`src/rtl/oclib_pkg.sv`:
```
// Shared struct types for the CSR and byte-channel interfaces.
//   bc_8b_bidi_s : one direction of a byte channel (data/valid forward, ready backward)
//   csr_32_s     : normalized 32-bit CSR request
//   csr_32_fb_s  : CSR response (ready pulse, error, rdata)
package oclib_pkg;

    typedef struct packed {
        logic [7:0] data;
        logic       valid;
        logic       ready;
    } bc_8b_bidi_s;

    typedef struct packed {
        logic        read;
        logic        write;
        logic [15:0] toblock;
        logic [3:0]  space;
        logic [31:0] address;
        logic [31:0] wdata;
    } csr_32_s;

    typedef struct packed {
        logic        ready;
        logic        error;
        logic [31:0] rdata;
    } csr_32_fb_s;

endpackage

```
`src/rtl/oclib_csr_to_bc.sv`:
```
// CSR-initiator-side bridge: serializes a csr_32_s request onto a byte channel as a
// request frame and collects the response frame back into csrFb.
//
// Ports:
//   clock  : single clock
//   reset  : synchronous, active-high
//   csr    : request (read, write, toblock, space, address, wdata)
//   csrFb  : response (ready pulse, error, rdata)
//   bcOut  : outgoing request bytes (data/valid) plus ready for bytes arriving on bcIn
//   bcIn   : incoming response bytes (data/valid) plus ready for bytes sent on bcOut
//
// Request frame (MSB first): opcode, {4'h0,space}, toblock[15:0], address[31:0],
// wdata[31:0] (writes only). Response: status byte, then rdata[31:0] for reads.
module oclib_csr_to_bc #(
    parameter type         BcType        = oclib_pkg::bc_8b_bidi_s,
    parameter type         CsrType       = oclib_pkg::csr_32_s,
    parameter type         CsrFbType     = oclib_pkg::csr_32_fb_s,
    parameter int unsigned TimeoutCycles = 32'd1000000
) (
    input  logic     clock,
    input  logic     reset,
    input  CsrType   csr,
    output CsrFbType csrFb,
    output BcType    bcOut,
    input  BcType    bcIn
);

    // Only the oclib struct types are supported.
    if ($bits(BcType) != $bits(oclib_pkg::bc_8b_bidi_s)) begin : g_bad_bc_type
        $error("oclib_csr_to_bc: BcType must be oclib_pkg::bc_8b_bidi_s");
    end
    if ($bits(CsrType) != $bits(oclib_pkg::csr_32_s)) begin : g_bad_csr_type
        $error("oclib_csr_to_bc: CsrType must be oclib_pkg::csr_32_s");
    end
    if ($bits(CsrFbType) != $bits(oclib_pkg::csr_32_fb_s)) begin : g_bad_csr_fb_type
        $error("oclib_csr_to_bc: CsrFbType must be oclib_pkg::csr_32_fb_s");
    end

    typedef enum logic [1:0] {
        StIdle,
        StSend,
        StResp,
        StDone
    } state_e;

    state_e      state_q;
    logic [95:0] frame_q;      // request frame, current byte in [95:88]
    logic        valid_q;      // bcOut.valid
    logic        rdy_q;        // bcOut.ready
    logic        is_read_q;
    logic        status_err_q; // status byte of the current response was non-zero
    logic [3:0]  cnt_q;        // bytes sent in SEND, bytes received in RESP
    logic [31:0] rx_q;         // last four received bytes
    logic [31:0] tmo_q;
    logic        fb_ready_q;
    logic        fb_error_q;
    logic [31:0] fb_rdata_q;

    logic       out_xfer;
    logic       in_xfer;
    logic [3:0] last_tx;
    logic [3:0] last_rx;
    logic       tmo_hit;

    assign out_xfer = valid_q && bcIn.ready;
    assign in_xfer  = bcIn.valid && rdy_q;
    assign last_tx  = is_read_q ? 4'd7 : 4'd11;
    assign last_rx  = is_read_q ? 4'd4 : 4'd0;
    // Fires on the cycle the idle count would reach TimeoutCycles.
    assign tmo_hit  = (TimeoutCycles != 0) && (tmo_q == 32'(TimeoutCycles - 1));

    always_ff @(posedge clock) begin
        if (reset) begin
            state_q      <= StIdle;
            frame_q      <= '0;
            valid_q      <= 1'b0;
            rdy_q        <= 1'b0;
            is_read_q    <= 1'b0;
            status_err_q <= 1'b0;
            cnt_q        <= '0;
            rx_q         <= '0;
            tmo_q        <= '0;
            fb_ready_q   <= 1'b0;
            fb_error_q   <= 1'b0;
            fb_rdata_q   <= '0;
        end else begin
            unique case (state_q)
                StIdle: begin
                    // Stray bytes are accepted and discarded while idle.
                    rdy_q <= 1'b1;
                    if (csr.read && csr.write) begin
                        state_q    <= StDone;
                        rdy_q      <= 1'b0;
                        fb_ready_q <= 1'b1;
                        fb_error_q <= 1'b1;
                        fb_rdata_q <= '0;
                    end else if (csr.read || csr.write) begin
                        state_q   <= StSend;
                        rdy_q     <= 1'b0;
                        valid_q   <= 1'b1;
                        cnt_q     <= '0;
                        is_read_q <= csr.read;
                        // Reads carry no wdata; zero it so the frame drains to 0.
                        frame_q   <= {(csr.read ? 8'h02 : 8'h01), 4'h0, csr.space,
                                      csr.toblock, csr.address,
                                      (csr.read ? 32'h0 : csr.wdata)};
                    end
                end

                StSend: begin
                    if (out_xfer) begin
                        frame_q <= {frame_q[87:0], 8'h00};
                        if (cnt_q == last_tx) begin
                            state_q      <= StResp;
                            valid_q      <= 1'b0;
                            rdy_q        <= 1'b1;
                            cnt_q        <= '0;
                            tmo_q        <= '0;
                            status_err_q <= 1'b0;
                        end else begin
                            cnt_q <= cnt_q + 4'd1;
                        end
                    end
                end

                StResp: begin
                    if (in_xfer) begin
                        tmo_q <= '0;
                        rx_q  <= {rx_q[23:0], bcIn.data};
                        if (cnt_q == 4'd0) begin
                            status_err_q <= (bcIn.data != 8'h00);
                        end
                        if (cnt_q == last_rx) begin
                            state_q    <= StDone;
                            rdy_q      <= 1'b0;
                            cnt_q      <= '0;
                            fb_ready_q <= 1'b1;
                            if (is_read_q) begin
                                fb_error_q <= status_err_q;
                                fb_rdata_q <= {rx_q[23:0], bcIn.data};
                            end else begin
                                fb_error_q <= (bcIn.data != 8'h00);
                                fb_rdata_q <= '0;
                            end
                        end else begin
                            cnt_q <= cnt_q + 4'd1;
                        end
                    end else if (tmo_hit) begin
                        state_q    <= StDone;
                        rdy_q      <= 1'b0;
                        cnt_q      <= '0;
                        fb_ready_q <= 1'b1;
                        fb_error_q <= 1'b1;
                        fb_rdata_q <= 32'hDEAD_DEAD;
                    end else if (TimeoutCycles != 0) begin
                        tmo_q <= tmo_q + 32'd1;
                    end
                end

                StDone: begin
                    // Response was presented for exactly this one cycle.
                    state_q    <= StIdle;
                    rdy_q      <= 1'b1;
                    fb_ready_q <= 1'b0;
                    fb_error_q <= 1'b0;
                    fb_rdata_q <= '0;
                end

                default: begin
                    state_q <= StIdle;
                end
            endcase
        end
    end

    always_comb begin
        bcOut       = '0;
        bcOut.data  = frame_q[95:88];
        bcOut.valid = valid_q;
        bcOut.ready = rdy_q;
    end

    always_comb begin
        csrFb       = '0;
        csrFb.ready = fb_ready_q;
        csrFb.error = fb_error_q;
        csrFb.rdata = fb_rdata_q;
    end

endmodule

```
`config.mk`:
```
export PLATFORM = sky130hd
export DESIGN_NAME = oclib_csr_to_bc
export DESIGN_NICKNAME = d
export VERILOG_FILES = /design/src/rtl/oclib_pkg.sv /design/src/rtl/oclib_csr_to_bc.sv
export SDC_FILE = /design/constraint.sdc
export NUM_CORES = 1
export LEC_CHECK = 0
export ABC_AREA = 0
export BUFFER_PORTS_ARGS = -buffer_cell sky130_fd_sc_hd__buf_2
export CAP_MARGIN = 10
export CORE_UTILIZATION = 30
export CTS_BUF_LIST = sky130_fd_sc_hd__clkbuf_8 sky130_fd_sc_hd__clkbuf_16
export DETAILED_ROUTE_END_ITERATION = 12
export REMOVE_ABC_BUFFERS = 1
export SLEW_MARGIN = 20
export SYNTH_ARGS = -nofsm -noshare
export SYNTH_HDL_FRONTEND = slang
export SYNTH_SLANG_ARGS = --single-unit
```
`constraint.sdc`:
```
create_clock -name clock -period 2.6 [get_ports clock]
set_input_delay 0.52 -clock clock [delete_from_list [all_inputs] [get_ports clock]]
set_output_delay 0.52 -clock clock [all_outputs]
set_load 0.02 [all_outputs]
```
==> results of run 1 <==
==> kinds of logic after synthesis <==
family,count (synthesis),synth area share [%]
AND/OR/NAND/NOR,410,22.1
AO/OA/AOI/OAI,227,16.7
flip-flops,196,43.1
buffers and inverters,113,5.73
multiplexers,94,10.7
adder cells (fa/ha/maj),9,1.24
XOR/XNOR,4,0.385
==> cell usage in the layout, fill, tap and decap left out, types with 4 or more instances in the layout <==
cell type / count
nor4_1: 15
nand4_1: 15
nand2_1: 100
a21oi_1: 83
nand3_1: 34
a221oi_1: 25
and3_1: 7
ha_1: 8
a31oi_1: 4
o211ai_1: 4
o31ai_1: 15
nor3_1: 34
buf_4: 29
or4_1: 17
nand3b_1: 8
clkbuf_16: 17
and2_1: 4
dfxtp_1: 196
nor2b_1: 26
mux2i_1: 70
inv_1: 13
a22oi_1: 10
buf_12: 4
o21ai_0: 14
nor2_1: 126
a211oi_1: 54
xor2_1: 4
mux2_2: 16
mux2_1: 8
inv_6: 4
buf_2: 140
==> metrics by stage <==
step | setup WS, ns | cell area, um^2 | TNS (ns) | total power [mW] | instances
2_1_floorplan | -3.35 | 8630 | -390.96 | 6.81 | 953
3_3_place_gp | 0.342 | 10100 | 0 | 7.80 | 1516
3_5_place_dp | 0.251 | 10100 | 0 | 7.88 | 1516
4_1_cts | 0.283 | 10700 | 0 | 10.6 | 1548
5_1_grt | 0.113 | 10700 | 0 | 11.2 | 1549
6_report | 0.285 | 10700 | 0 | 10.5 | 1551
==> registers in the layout, summed over array words and instances (netlist names) <==
| signal | flops |
|---|---|
| status_err_q | 1 |
| state_q | 2 |
| rx_q | 24 |
| tmo_q | 32 |
| frame_q | 96 |
| rdy_q | 1 |
| is_read_q | 1 |
| fb_ready_q | 1 |
| cnt_q | 4 |
| fb_rdata_q | 32 |
| valid_q | 1 |
| fb_error_q | 1 |
==> power groups by stage <==
| stage | registers [mW] | clock network, mW | logic, mW |
|---|---|---|---|
| final | 3.88 | 2.68 | 3.90 |
| after floorplan | 4.18 | 0 | 2.63 |
| after global placement | 3.93 | 0 | 3.87 |
| after detailed placement | 3.95 | 0 | 3.93 |
| after global routing | 3.95 | 2.88 | 4.35 |
| after CTS | 3.89 | 2.77 | 3.94 |
==> final timing paths <==
path	end	slack [ns]	cells after the start	startpoint
worst max-delay path	fb_rdata_q[0]	0.28	6	is_read_q
worst min-delay path	frame_q[1]	0.33	3	csr[1]
worst max register to register	fb_rdata_q[0]	0.28	6	is_read_q
worst min register to register	frame_q[3]	0.46	2	frame_q[3]
==> cell type report <==
cell class                      count  area (um^2)  area share, %
Timing Repair Buffer              173          998           9.30
Antenna cell                        3         7.51         0.0699
Clock buffer                       17          425           3.96
Clock inverter                     15          169           1.57
Tap cell                          390          488           4.54
Multi-Input combinational cell    744         4680           43.6
Sequential cell                   196         3920           36.5
Inverter                           13         48.8          0.454
==> metal layers <==
metal	GRT usage, %	vias up	wire length, um
met2	23.1	234	10400
met3	5.81	24	2050
li1	-	3993	-
met1	20.2	3744	11100
met4	4.57	4	261
met5	0	-	31
==> critical path, stage by stage (launching register included) <==
cell	delay (ns)
dfxtp_1	0.43
buf_4	0.36
xor2_1	0.11
o21ai_1	0.40
and3_2	0.32
buf_12	0.20
mux2_2	0.36
==> flow_summary.ini, run 1 <==
[floorplan]
io_pins = 142
rows = 63
die-area_um2 = 31000
start_util_pct = 30.6
fp.coreArea_um2 = 29700
die_y_um = 176
die_x_um = 176

[timing]
fin_worst_skew_ns = 0.0134
timing.slew.headroom_pct = 46.9
setup_viol = 0
hold_violations = 0
fin_crit_ns = 2.32
fin_crit_sh_pct = 89.0
max_freq_ghz = 0.432
holdWs_ns = 0.330
drv_slew = 0
tightest_slew_ns = 0.797
rsz0062_at_grt = no

[cells_and_area]
syn_to_final_growth_pct = 18.0
fin_util_pct = 36.1
fillers = 3045
drive_above_1_share_pct = 20.5
nNetsFinal = 1252

[power]
p_comb_share_pct = 37.3
p_sw_mw = 3.99
pwr-share-seq_pct = 37.1
swShare_pct = 38.1
p_per_area_nw_per_um2 = 974
leakagePower_nw = 4.09
internal_power_mw = 6.47
p_clk_share_pct = 25.6
peakVddDrop_v = 0.000543

[synthesis]
ys_seq_area_share_pct = 43.1
yosysTopAreaCell = dfxtp_1
syn_inst = 1053
syn_area_per_cell_um2 = 8.64
ys.flop_type = dfxtp_1
synth_edf_count = 0
async_reset_ff_share_pct = 0
yosysMostFrequentCell = dfxtp_1
yosys-top-cells-area = dfxtp_1 43%, mux2i_1 7.7%, nor2_1 5.2%, a21oi_1 4.6%, a211oi_1 4.5%
synth_seq_cells = 196
synth_common_cells = 196 x dfxtp_1, 127 x nor2_1, 100 x nand2_1
yosys_warnings = 0
ys_types = 56
syn-cell-area_um2 = 9100
synth_top_area_share_pct = 43.1

[clock_network]
cts_tree = done
cts_root_buf = clkbuf_16
hold_buffers = 0
clkLatencyLatePin_ns = 0.44
cts_buffers = 17
clk_path_buf_depth = 2
cts_setup_buffers = 0
cts-htree-levels = 4
cts-resized-gates = 0
clk_pin_slew_worst_paths_ns = 0.08
cts.sinks = 196

[setup_path]
critPathMaxFanout = 25
endpoint_kind = flip-flop
path_class = reg -> reg
start_kind = flip-flop
required_ns = 2.92
worst_ep_arrival_time_ns = 2.64

[detailed_routing]
vias_per_cell = 5.16
dr.pass1.iters = 5
drcViolationCount = 0
wl_per_cell_um = 15.4
drt-total-wl_mm = 23.8
drt_first_iter_violations = 489
ant_nets = 0
dr_total_vias = 7999

[placed_design]
dp_hpwl_mm = 15.8
port_buffers = 141
gp_congestion = 0.781

[global_route]
track_usage_pct = 15.3
grt_pass1_wl_mm = 38.3
grt_max_degree = 164
grt_overflow_total = 0
grt_pass1_vias = 7404
antenna_found_initial = 5

[run_status]
status = complete, no violations

[hold_path]
hp-class = in -> reg

[run]
cap_violations = 0
(Power assumes the default switching activity.)
==> inputs of run 2 (changes only) <==
--- a/config.mk
+++ b/config.mk
@@ -11,6 +11,7 @@
 export CORE_UTILIZATION = 30
 export CTS_BUF_LIST = sky130_fd_sc_hd__clkbuf_8 sky130_fd_sc_hd__clkbuf_16
 export DETAILED_ROUTE_END_ITERATION = 12
+export PLACE_DENSITY = 0.53
 export REMOVE_ABC_BUFFERS = 1
 export SLEW_MARGIN = 20
 export SYNTH_ARGS = -nofsm -noshare
==> run 2 against run 1 <==
Compared with the run above: sequential share of layout area down 0.11 points; utilization increased by 0.11 points; highest routed layer unchanged; clock power up 2%; critical path depth rose by 1; fmax increased by 2.7%; total power rose by 0.86%; non-clock buffer count up 3; sequential power about the same; critical endpoint is now fb_rdata_q[9]; flip-flop and latch count unchanged; final cell count is essentially flat; critical path type unchanged; largest cell class unchanged; routed wire length increased by 0.52%.
==> flow_summary.ini, run 2 (same netlist as run 1, synthesis figures left out) <==
[timing]
hold_violations = 0
fin_crit_ns = 2.25
setup_viol = 0
fin_crit_sh_pct = 86.7
holdWs_ns = 0.329
timing.slew.headroom_pct = 48.7
max_freq_ghz = 0.443
fin_worst_skew_ns = 0.0158
rsz0062_at_grt = no
drv_slew = 0
setup_ws_ns = 0.345
tightest_slew_ns = 0.769

[detailed_routing]
wl_per_cell_um = 15.4
dr.pass1.iters = 5
drt-total-wl_mm = 23.9
drt_first_iter_violations = 439
ant_nets = 0
drcViolationCount = 0
dr_total_vias = 7895
vias_per_cell = 5.09

[clock_network]
cts.sinks = 196
clkLatencyLatePin_ns = 0.44
cts_setup_buffers = 0
cts_buffers = 17
clk_path_buf_depth = 2
cts_tree = done
cts_root_buf = clkbuf_16
clk_pin_slew_worst_paths_ns = 0.09
cts-resized-gates = 0
hold_buffers = 0
cts-htree-levels = 4

[setup_path]
max_stage_delay_ns = 0.38
cp.depth = 7
critical_path.top_delay_family = simple AND/OR/NAND/NOR gates
reg2reg_from = tmo_q[0]
required_ns = 2.92
critPathMaxFanout = 23
path_cells = ha_1, and3_1, nand3_1, o31ai_2, and3_2, buf_12, mux2_2
r2r_end = fb_rdata_q[9]
rr_worst_depth = 7
path_class = reg -> reg
worst_ep_arrival_time_ns = 2.58
cp_num_buf_inv = 1
critPathSlowestCell = dfxtp_1
start_kind = flip-flop
endpoint_kind = flip-flop
rrSetupSlack_ns = 0.35

[global_route]
grt_max_degree = 164
grt_util_met3_pct = 4.87
met2_usage_pct = 23.4
grt_overflow_total = 0
antenna_found_initial = 4
track_usage_pct = 15.4
grt_pass1_vias = 7313
top_usage_layer = met2
use_met1_pct = 20.9
grt_pass1_wl_mm = 38.8

[placed_design]
dp_slack_ns = 0.258
gp_congestion = 0.780
dp.cells = 1519
place_area_um2 = 10200
dp_hpwl_mm = 15.8
port_buffers = 141

[run]
cap_violations = 0

[power]
p_per_area_nw_per_um2 = 979
peakVddDrop_v = 0.000545
leakagePower_nw = 4.12

[hold_path]
holdCritStartpoint = csr[3]
min_to = frame_q[3]
hp-class = in -> reg
hold_path_depth = 3

[run_status]
status = complete, no violations

[cells_and_area]
nNetsFinal = 1255
largest_reg_flops = 96
final_common_cell = dfxtp_1
reg_top3 = frame_q: 96 flops, fb_rdata_q: 32 flops, tmo_q: 32 flops
most-common-layout-cells = 196 x dfxtp_1, 140 x buf_2, 126 x nor2_1, 100 x nand2_1, 83 x a21oi_1
regMostFlops = frame_q
fin_util_pct = 36.3
finalInstanceArea_um2 = 10800
final_cells = 1552
syn_to_final_growth_pct = 18.4
drive_above_1_share_pct = 20.6

[floorplan]
die_y_um = 176
start_util_pct = 30.6
io_pins = 142
die_x_um = 176
die-area_um2 = 31000
fp.coreArea_um2 = 29700
rows = 63
[run 2: worst max path at each step]
stage,start,end,slack (ns)
floorplan,state_q[1],frame_q[0],-3.35
global placement,csr[85],frame_q[48],0.33
detailed placement,csr[85],frame_q[80],0.26
CTS,tmo_q[0],fb_rdata_q[11],0.34
global route,tmo_q[0],fb_rdata_q[18],0.18
finish,tmo_q[0],fb_rdata_q[9],0.35
[run 2: where the power goes]
part           internal (mW)  switching, mW
combinational           1.54           2.39
sequential              3.58          0.298
clock                   1.39           1.35
total                   6.51           4.04
[run 2: routing by layer]
layer	routed length, um	vias to the layer above
met5	41	-
met4	253	6
met3	1660	20
met2	10200	171
met1	11800	3702
li1	-	3996
[run 2: worst register-to-register path, cell delays in order (launching register included)]
cell,delay (ns)
dfxtp_1,0.38
ha_1,0.21
and3_1,0.22
nand3_1,0.16
o31ai_2,0.34
and3_2,0.28
buf_12,0.19
mux2_2,0.36
[run 2: area by class of cell]
class	instances	area (um^2)
clock inverters	15	183
inverters	13	48.8
diodes	1	2.50
flip-flops and latches	196	3920
clock buffers	17	425
multi-input cells	744	4680
fillers	3060	18900
well taps	390	488
repair buffers	176	1020
[run 2: metrics by stage]
stage | TNS [ns] | total power [mW]
2_1_floorplan | -390.96 | 6.81
3_3_place_gp | 0 | 7.87
3_5_place_dp | 0 | 7.92
4_1_cts | 0 | 10.7
5_1_grt | 0 | 11.3
6_report | 0 | 10.6
==> inputs of run 3 (changes only) <==
--- a/config.mk
+++ b/config.mk
@@ -8,6 +8,7 @@
 export ABC_AREA = 0
 export BUFFER_PORTS_ARGS = -buffer_cell sky130_fd_sc_hd__buf_2
 export CAP_MARGIN = 10
+export CORE_MARGIN = 2
 export CORE_UTILIZATION = 30
 export CTS_BUF_LIST = sky130_fd_sc_hd__clkbuf_8 sky130_fd_sc_hd__clkbuf_16
 export DETAILED_ROUTE_END_ITERATION = 12
==> run 3 against run 2 <==
Compared with the run above: fmax decreased by 1.2%; setup slack got worse by 0.027 ns; clock skew increased by 0.0057 ns; register-to-register slack got worse by 0.03 ns; first-iteration DRC count increased by 14%; largest power group unchanged; flip-flop and latch count unchanged; critical path depth unchanged; clock-buffer cell count increased by 2; via count increased by 0.16%; largest cell class unchanged; final cell count decreased by 0.13%; final area about the same; global-route usage about the same.
==> flow_summary.ini, run 3 (same netlist as run 1, synthesis figures left out) <==
[timing]
fin_crit_sh_pct = 87.8
setup_tns_ns = 0
max_freq_ghz = 0.438
timing.slew.headroom_pct = 45.2
setup_viol = 0
drv_slew = 0
hold_violations = 0
tightest_slew_ns = 0.821
fin_worst_skew_ns = 0.0215
rsz0062_at_grt = no
holdWs_ns = 0.314
fin_crit_ns = 2.28

[cells_and_area]
nNetsFinal = 1248
most-common-layout-cells = 196 x dfxtp_1, 140 x buf_2, 126 x nor2_1, 100 x nand2_1, 83 x a21oi_1
drive_above_1_share_pct = 20.2
fillers = 3106
regMostFlops = frame_q
reg_top3 = frame_q: 96 flops, fb_rdata_q: 32 flops, tmo_q: 32 flops
final_common_cell = dfxtp_1
syn_to_final_growth_pct = 18.3
largest_reg_flops = 96

[clock_network]
cts_buffers = 17
cts.sinks = 196
cts_tree = done
clk_pin_slew_worst_paths_ns = 0.09
cts-htree-levels = 4
clkLatencyLatePin_ns = 0.46
hold_buffers = 0
cts-resized-gates = 0
clk_path_buf_depth = 2
cts_setup_buffers = 0
cts_root_buf = clkbuf_16

[setup_path]
critPathMaxFanout = 34
reg2reg_from = state_q[0]
path_cells = inv_1, ha_1, and3_1, o21ai_1, and3_2, buf_12, mux2_2
r2r_end = fb_rdata_q[16]
rr_worst_depth = 7
required_ns = 2.92
crit_path_start = state_q[0]
rrSetupSlack_ns = 0.32
critical_path.top_delay_family = simple AND/OR/NAND/NOR gates
path_class = reg -> reg
start_kind = flip-flop
endpoint_kind = flip-flop
critPathSlowestCell = dfxtp_1
cp_num_buf_inv = 2
max_stage_delay_ns = 0.40
worst_ep_arrival_time_ns = 2.61

[placed_design]
dp_hpwl_mm = 15.7
gp_congestion = 0.779
port_buffers = 141

[floorplan]
rows = 63
start_util_pct = 30.6
die-area_um2 = 31700
fp.coreArea_um2 = 29700
io_pins = 142
die_x_um = 178
die_y_um = 178

[detailed_routing]
dr.pass1.iters = 4
dr_total_vias = 7908
drt-total-wl_mm = 24.2
drt_first_iter_violations = 500
vias_per_cell = 5.10
ant_nets = 0
drcViolationCount = 0
wl_per_cell_um = 15.6

[run_status]
status = complete, no violations

[power]
peakVddDrop_v = 0.000908
p_per_area_nw_per_um2 = 975
power.total_mw = 10.5
leakagePower_nw = 4.10

[hold_path]
hp-class = in -> reg
holdCritStartpoint = csr[2]
hold_path_depth = 3
min_to = frame_q[2]

[global_route]
grt_pass1_wl_mm = 39.4
grt_max_degree = 164
antenna_found_initial = 10
grt_overflow_total = 0
grt_pass1_vias = 7335
track_usage_pct = 15.4

[run]
cap_violations = 0
run 3: cell types whose count changed in the layout (fill, tap and decap cells not counted):
cell / previous run / this run
buf_4: 32 / 22
diode_2: 1 / 6
buf_12: 4 / 7
clkbuf_8: 0 / 2
bufinv_16: 1 / 0
clkinv_8: 3 / 4
inv_1: 14 / 13
inv_12: 1 / 0
run 3: final cells by class:
cell class | instances | area, um^2 | share of cell area (%)
tap | 390 | 488 | 4.53
multi-input combinational | 744 | 4680 | 43.5
antenna | 6 | 15.0 | 0.139
sequential | 196 | 3920 | 36.5
clock inverter | 13 | 149 | 1.38
clock buffer | 19 | 453 | 4.21
timing repair buffer | 169 | 1010 | 9.35
inverter | 13 | 48.8 | 0.453
run 3: through the flow:
| stage | cells | area, um^2 | worst slack (ns) | utilization, % |
|---|---|---|---|---|
| floorplan | 953 | 8630 | -3.35 | - |
| global placement | 1512 | 10100 | 0.330 | 34.1 |
| detailed placement | 1512 | 10100 | 0.261 | 34.1 |
| CTS | 1544 | 10700 | 0.321 | 36.2 |
| global route | 1546 | 10800 | 0.138 | 36.2 |
| finish | 1550 | 10800 | 0.318 | 36.2 |
run 3: worst max path at each step:
stage / to / depth (start not counted)
floorplan: frame_q[0] / 6
global placement: frame_q[24] / 8
detailed placement: frame_q[24] / 8
CTS: fb_rdata_q[16] / 7
global route: fb_rdata_q[16] / 7
finish: fb_rdata_q[16] / 7
run 3: worst register-to-register path, delay by kind of cell (launching register included):
family / cells / cell delay (ns)
fa+ha+maj: 1 / 0.25
compound gates: 1 / 0.29
flops: 1 / 0.40
mux: 1 / 0.38
simple gates: 2 / 0.51
buf+inv: 2 / 0.33
run 3: where the power goes:
| group | switching (mW) | internal (mW) | total [mW] |
|---|---|---|---|
| logic | 2.39 | 1.54 | 3.93 |
| clock network | 1.34 | 1.34 | 2.69 |
| registers | 0.298 | 3.58 | 3.88 |
| total | 4.03 | 6.46 | 10.5 |
run 3: layer usage:
metal  up-vias  track usage, %  share of wire (%)
met5         -               0               0.25
met4        10            3.18               0.73
met3        21            6.35                8.1
met2       184            22.9                 43
met1      3712            20.9                 48
li1       3981               -                  -
